### config.mk
export PLATFORM = sky130hd
export DESIGN_NAME = fetch_pc_unit_flat
export DESIGN_NICKNAME = d
export VERILOG_FILES = /design/src/rtl/fetch_pkg.sv /design/src/rtl/fetch_pc_unit_if.sv /design/src/rtl/fetch_pc_unit.sv /design/src/flat_wrapper.sv
export SDC_FILE = /design/constraint.sdc
export NUM_CORES = 1
export LEC_CHECK = 0
export ABC_AREA = 1
export BUFFER_PORTS_ARGS = -buffer_cell sky130_fd_sc_hd__buf_2
export CORE_ASPECT_RATIO = 1.75
export CORE_MARGIN = 2
export CORE_UTILIZATION = 46
export DETAILED_ROUTE_END_ITERATION = 7
export PLACE_DENSITY = 0.8
export SYNTH_ARGS = -nofsm -noshare
export SYNTH_HDL_FRONTEND = slang
export SYNTH_SLANG_ARGS = --single-unit
### constraint.sdc
create_clock -name clk -period 1.6 [get_ports clk]
set_clock_uncertainty 0.05 [all_clocks]
set_input_delay 0 -clock clk [delete_from_list [all_inputs] [get_ports clk]]
set_output_delay 0 -clock clk [all_outputs]
set_load 0.01 [all_outputs]
### src/rtl/fetch_pkg.sv
// Shared types and constants for the instruction fetch / PC unit.
package fetch_pkg;

   typedef enum logic [1:0] {
      S_REQ   = 2'd0,
      S_WAIT  = 2'd1,
      S_OUT   = 2'd2,
      S_FAULT = 2'd3
   } fetch_state_e;

   localparam logic [31:0] INSTR_BYTES      = 32'd4;
   localparam logic [31:0] ALIGN_MASK       = INSTR_BYTES - 32'd1;
   localparam logic [31:0] RESET_PC_DEFAULT = 32'h0000_0000;

endpackage

### src/rtl/fetch_pc_unit_if.sv
// Instruction-memory request/response bus plus the fetch->decode handshake.
// master: the fetch unit side; slave: the memory/decode side.
interface fetch_pc_unit_if;

   logic        imem_req;
   logic [31:0] imem_addr;
   logic        imem_gnt;
   logic        imem_rvalid;
   logic [31:0] imem_rdata;
   logic [31:0] if_instr;
   logic [31:0] if_pc;
   logic        if_valid;
   logic        id_ready;

   modport master (
      output imem_req, imem_addr, if_instr, if_pc, if_valid,
      input  imem_gnt, imem_rvalid, imem_rdata, id_ready
   );

   modport slave (
      input  imem_req, imem_addr, if_instr, if_pc, if_valid,
      output imem_gnt, imem_rvalid, imem_rdata, id_ready
   );

endinterface

### src/rtl/fetch_pc_unit.sv
// Program counter and single-outstanding instruction fetch sequencer.
// Optional feature macro: FETCH_ALIGN_CHECK_EN -- a misaligned PC load parks
// the unit in S_FAULT (exit only by reset) and adds the misalign_fault port.
// Without it, loaded PCs are forced word aligned.
module fetch_pc_unit
   import fetch_pkg::*;
#(
   parameter logic [31:0] RESET_PC = RESET_PC_DEFAULT
) (
   input  logic              clk,
   input  logic              reset_n,
   input  logic [31:0]       next_pc,
   input  logic              flush,
   fetch_pc_unit_if.master   bus,
   output logic [31:0]       pc,
   output logic [31:0]       pc_plus4
`ifdef FETCH_ALIGN_CHECK_EN
   ,
   output logic              misalign_fault
`endif
);

   fetch_state_e r_state, w_state_nx;
   logic [31:0]  r_pc, r_instr, r_if_pc;
   logic         r_valid, r_drop;
   logic         w_load, w_capture, w_drop_set, w_drop_clr;
   logic [31:0]  w_load_pc;

`ifdef FETCH_ALIGN_CHECK_EN
   assign w_load_pc = next_pc;
`else
   assign w_load_pc = next_pc & ~ALIGN_MASK;
`endif

   assign pc            = r_pc;
   assign pc_plus4      = r_pc + INSTR_BYTES;  // wraps mod 2^32
   assign bus.imem_addr = r_pc;
   assign bus.if_instr  = r_instr;
   assign bus.if_pc     = r_if_pc;
   assign bus.if_valid  = r_valid;

   // State register
   always_ff @(posedge clk) begin
      if (!reset_n) r_state <= S_REQ;
      else          r_state <= w_state_nx;
   end

   // Next-state logic and the datapath events (PC load, capture, drop) it implies
   always_comb begin
      w_state_nx = r_state;
      w_load     = 1'b0;
      w_capture  = 1'b0;
      w_drop_set = 1'b0;
      w_drop_clr = 1'b0;
      case (r_state)
         S_REQ: begin
            // flush beats a same-cycle grant; the grant is simply not taken
            if (flush)             w_load     = 1'b1;
            else if (bus.imem_gnt) w_state_nx = S_WAIT;
         end
         S_WAIT: begin
            if (bus.imem_rvalid) begin
               if (r_drop || flush) begin
                  w_drop_clr = 1'b1;
                  w_load     = 1'b1;
                  w_state_nx = S_REQ;
               end else begin
                  w_capture  = 1'b1;
                  w_state_nx = S_OUT;
               end
            end else if (flush) begin
               // response still owed by memory: remember to discard it
               w_drop_set = 1'b1;
            end
         end
         S_OUT: begin
            if (flush || (r_valid && bus.id_ready)) begin
               w_load     = 1'b1;
               w_state_nx = S_REQ;
            end
         end
         default: ;  // S_FAULT is sticky until reset
      endcase
`ifdef FETCH_ALIGN_CHECK_EN
      if (w_load && (next_pc[1:0] != 2'b00)) w_state_nx = S_FAULT;
`endif
   end

   // Outputs decoded from the state
   always_comb begin
      bus.imem_req = (r_state == S_REQ);
`ifdef FETCH_ALIGN_CHECK_EN
      misalign_fault = (r_state == S_FAULT);
`endif
   end

   // PC, fetched instruction register and drop flag
   always_ff @(posedge clk) begin
      if (!reset_n) begin
         r_pc    <= RESET_PC;
         r_instr <= 32'h0;
         r_if_pc <= 32'h0;
         r_valid <= 1'b0;
         r_drop  <= 1'b0;
      end else begin
         if (w_load) r_pc <= w_load_pc;
         if (w_capture) begin
            r_instr <= bus.imem_rdata;
            r_if_pc <= r_pc;
            r_valid <= 1'b1;
         end else if (w_load) begin
            r_valid <= 1'b0;
         end
         if (w_drop_set)      r_drop <= 1'b1;
         else if (w_drop_clr) r_drop <= 1'b0;
      end
   end

endmodule

### src/flat_wrapper.sv
// flat-port wrapper written by rule: the top's interface ports become plain ports
module fetch_pc_unit_flat import fetch_pkg::*;
#(
   parameter logic [31:0] RESET_PC = RESET_PC_DEFAULT
)
  (clk, reset_n, next_pc, flush, pc, pc_plus4, bus_imem_req, bus_imem_addr, bus_if_instr, bus_if_pc, bus_if_valid, bus_imem_gnt, bus_imem_rvalid, bus_imem_rdata, bus_id_ready);
  fetch_pc_unit_if bus_i ();
  input  logic clk;
  input  logic reset_n;
  input  logic [31:0] next_pc;
  input  logic flush;
  output logic [31:0] pc;
  output logic [31:0] pc_plus4;
  output wire logic [$bits(bus_i.imem_req)-1:0] bus_imem_req;
  output wire logic [$bits(bus_i.imem_addr)-1:0] bus_imem_addr;
  output wire logic [$bits(bus_i.if_instr)-1:0] bus_if_instr;
  output wire logic [$bits(bus_i.if_pc)-1:0] bus_if_pc;
  output wire logic [$bits(bus_i.if_valid)-1:0] bus_if_valid;
  input wire logic [$bits(bus_i.imem_gnt)-1:0] bus_imem_gnt;
  input wire logic [$bits(bus_i.imem_rvalid)-1:0] bus_imem_rvalid;
  input wire logic [$bits(bus_i.imem_rdata)-1:0] bus_imem_rdata;
  input wire logic [$bits(bus_i.id_ready)-1:0] bus_id_ready;
  assign bus_imem_req = bus_i.imem_req;
  assign bus_imem_addr = bus_i.imem_addr;
  assign bus_if_instr = bus_i.if_instr;
  assign bus_if_pc = bus_i.if_pc;
  assign bus_if_valid = bus_i.if_valid;
  assign bus_i.imem_gnt = bus_imem_gnt;
  assign bus_i.imem_rvalid = bus_imem_rvalid;
  assign bus_i.imem_rdata = bus_imem_rdata;
  assign bus_i.id_ready = bus_id_ready;
  fetch_pc_unit #(.RESET_PC(RESET_PC)) u_core (.clk(clk), .reset_n(reset_n), .next_pc(next_pc), .flush(flush), .bus(bus_i), .pc(pc), .pc_plus4(pc_plus4));
endmodule
==> flow_metrics.tcl <==
set metrics [dict create \
    ioPinCount 232 \
    maxCapViolCount 0 \
    dp_hpwl_microns 10900 \
    grt_pass1_vias 5342 \
    viasPerCell 5.53 \
    synth_cell_types 24 \
    track_usage_pct 30.0 \
    power_switching_mw 2.42 \
    clockBufferDepth 2 \
    clkPwrFrac_pct 32.8 \
    reg2reg_to "u_core.bus.if_instr[6]" \
    layout.nets 1060 \
    grt_overflow 0 \
    rows 49 \
    synth_top_family_by_area "simple AND/OR/NAND/NOR gates" \
    syn_inst 674 \
    multiInputGateArea_sq_um 2940 \
    areaGrowthSynthToFinish_pct 72.1 \
    chipHeight_microns 138 \
    post-route-period-util_pct 112 \
    reg2reg_depth 9 \
    slowest_stage "dfxtp_4" \
    fin_setup_tns_ps -5190 \
    p_per_area_nw_per_um2 873 \
    path_class "flip-flop to output port" \
    outcome "complete, but fails checks" \
    p_sw_share_pct 34.0 \
    hold_slack_ps 87.4 \
    crit_path_end_kind "output port" \
    path_cells "buf_6, nand2_1, nor2_1, nand2_1, nor2_1, nand2_1, xor2_1, buf_2" \
    rrSetupSlack_ps -150 \
    regArea_sq_um 2010 \
    drc 0 \
    cp_num_cells 8 \
    startpoint_type "flip-flop" \
    vias 6189 \
    dieArea_sq_um 11100 \
    cts_buffers 9 \
    muxShareOfSynthArea_pct 0 \
    clkSinkCount 96 \
    antenna_found_initial 2 \
    setup_viol_count_final 65 \
    pwr-share-comb_pct 27.9 \
    grt_pass1_wl_microns 25900 \
    max_freq_mhz 557 \
    start_util_pct 46.5 \
    synth_xor_area_share_pct 4.44 \
    drive_gt1_share_pct 48.8 \
    slew_violations 0 \
    worst_slack_ps -195 \
    dp_cells 997 \
    yosys.area_share.simple_pct 33.3 \
    period_needed_ps 1790 \
    endpoint "pc_plus4[20]" \
    gp_congestion 0.896 \
    cp_top_family "simple AND/OR/NAND/NOR gates" \
    die_w_microns 80.7 \
    drt_pre_antenna_iters 5 \
    power_leakage_nw 3.96 \
    yosys.area_share.adder_pct 1.32 \
    syn_area_sq_um 4730 \
    ir_worst_vdd_uv 879 \
    hold_path.class "input pin to flip-flop" \
    htree_levels 3 \
    critPathLaunch "u_core.bus.imem_addr[4]" \
    clock_latency_ps 360 \
    violations "negative setup slack" \
    arrival_ps 1740 \
    path_buf_inv 2 \
    r2r_start "u_core.r_state[1]" \
    yosys_register_bits 96 \
    cts_root_buf "clkbuf_16" \
    ant_nets 0 \
    core-area_sq_um 10200 \
    critPathMostFrequentCell "nand2_1" \
    final_core_utilization_pct 80.0 \
    hp-start "bus_id_ready" \
    p_int_mw 4.70 \
    worstPathRequired_ps 1550 \
    wl_microns 22100 \
    hold_violations 0 \
    avgSynthCellArea_sq_um 7.02 \
    fill_cells 598 \
    routedWlPerCell_microns 19.8 \
    drtIter0Drc 498 \
    grt_max_degree 94 \
    critical_path.max_stage_delay_ps 400 \
    clk_pin_slew_ps 70 \
    yosys_warnings 0 \
    ys_seq_area_share_pct 40.6 \
    critical_path.max_fanout 4 \
    cts_tree "built" \
    rsz0062_at_grt "yes" \
    p_seq_share_pct 39.3 \
    io_buffers 221 \
    synth_compound_area_share_pct 8.25 \
    fin_cells 1120 \
]
[cell families (layout without fill, tap and decap cells)]
group / Yosys count / after routing
AO/OA/AOI/OAI: 78 / 78
XOR/XNOR: 24 / 24
adder cells (fa/ha/maj): 5 / 5
buffers and inverters: 101 / 410
flip-flops: 96 / 96
other: 1 / 11
AND/OR/NAND/NOR: 369 / 369
[worst register-to-register path, delay by kind of cell (launching register included)]
kind / cells / cell delay (ps)
adder cells (fa/ha/maj): 1 / 130
flip-flops: 1 / 330
AND/OR/NAND/NOR: 4 / 480
buffers and inverters: 4 / 640
[worst min path at each step]
stage / to / slack, ps / depth (start not counted)
2_1_floorplan: u_core.bus.if_instr[14] / 80 / 2
3_3_place_gp: u_core.bus.if_instr[25] / 170 / 3
3_5_place_dp: u_core.bus.if_instr[10] / 180 / 3
4_1_cts: u_core.r_state[0] / 80 / 7
5_1_grt: u_core.r_state[0] / 120 / 7
6_report: u_core.r_state[0] / 90 / 5
[final cells by class]
type / count / area share (%)
Sequential cell: 96 / 24.7
Multi-Input combinational cell: 484 / 36.1
Tap cell: 127 / 1.95
Inverter: 31 / 1.64
Clock inverter: 7 / 1.08
Timing Repair inverter: 2 / 0.154
Antenna cell: 3 / 0.0922
Timing Repair Buffer: 361 / 31.5
Clock buffer: 9 / 2.77
[power groups by stage]
stage / clock, mW / combinational, mW / sequential, mW
floorplan: 0 / 0.747 / 2.86
global placement: 0 / 1.39 / 2.78
detailed placement: 0 / 1.41 / 2.78
CTS: 2.31 / 1.57 / 2.75
global route: 2.43 / 2.09 / 2.81
finish: 2.34 / 1.98 / 2.79
[timing repair]
| action | in CTS | in global routing |
|---|---|---|
| endpoints found under the setup margin | 52 | 115 |
| buffers inserted | 6 | 22 |
| gates resized for setup | 67 | 204 |
| pin swaps | 7 | 32 |
| hold endpoints to repair | 63 | 0 |
| hold buffers | 64 | 0 |
| cloned | 0 | 12 |
[per-layer routing]
layer  GRT usage [%]  vias to the layer above  part of all wire (%)
met1            30.3                     2870                    32
met3            5.68                      163                   8.0
li1                -                     2693                     -
met4            20.7                        0                   8.7
met2            53.4                      463                    51
met5               0                        -                     0
[state kept, by name, summed over array words and instances (netlist names)]
signal	count
u_core.bus.if_instr	32
u_core.bus.imem_addr	30
u_core.r_state	2
u_core.bus.if_valid	1
u_core.bus.if_pc	30
u_core.r_drop	1
[through the flow]
stage	setup WS (ps)	area, sq um	power (mW)
global route	-266	8140	7.33
global placement	25.3	5900	4.17
detailed placement	-29.0	5900	4.19
CTS	-111	7080	6.64
finish	-195	8140	7.11
floorplan	165	4760	3.61
[cells in the mapped netlist, drive strengths merged]
master / count / share of area, %
a21oi: 15 / 1.6
nor3: 3 / 0.32
buf: 60 / 8.8
ha: 5 / 1.3
dfxtp: 96 / 41
nor2: 210 / 17
xnor2: 8 / 1.5
xor2: 16 / 3.0
conb: 1 / 0.079
o21ai: 63 / 6.7
clkbuf: 10 / 0.79
nand3b: 32 / 5.1
nand2: 111 / 9.1
nand3: 11 / 1.5
nand4: 2 / 0.26
inv: 31 / 2.5
[cells in the final DEF (no fill, tap or decap), drive strengths merged]
cell type and instances:
diode 3, conb 8, clkbuf 15, a21oi 15, nand2 111, clkinvlp 1
bufinv 1, xnor2 8, inv 35, nand3 11, o21ai 63, dlygate4sd3 64
xor2 16, buf 291, nand3b 32, dfxtp 96, ha 5, nand4 2
nor3 3, clkinv 3, nor2 210
Power figures use the tool's default switching activity.
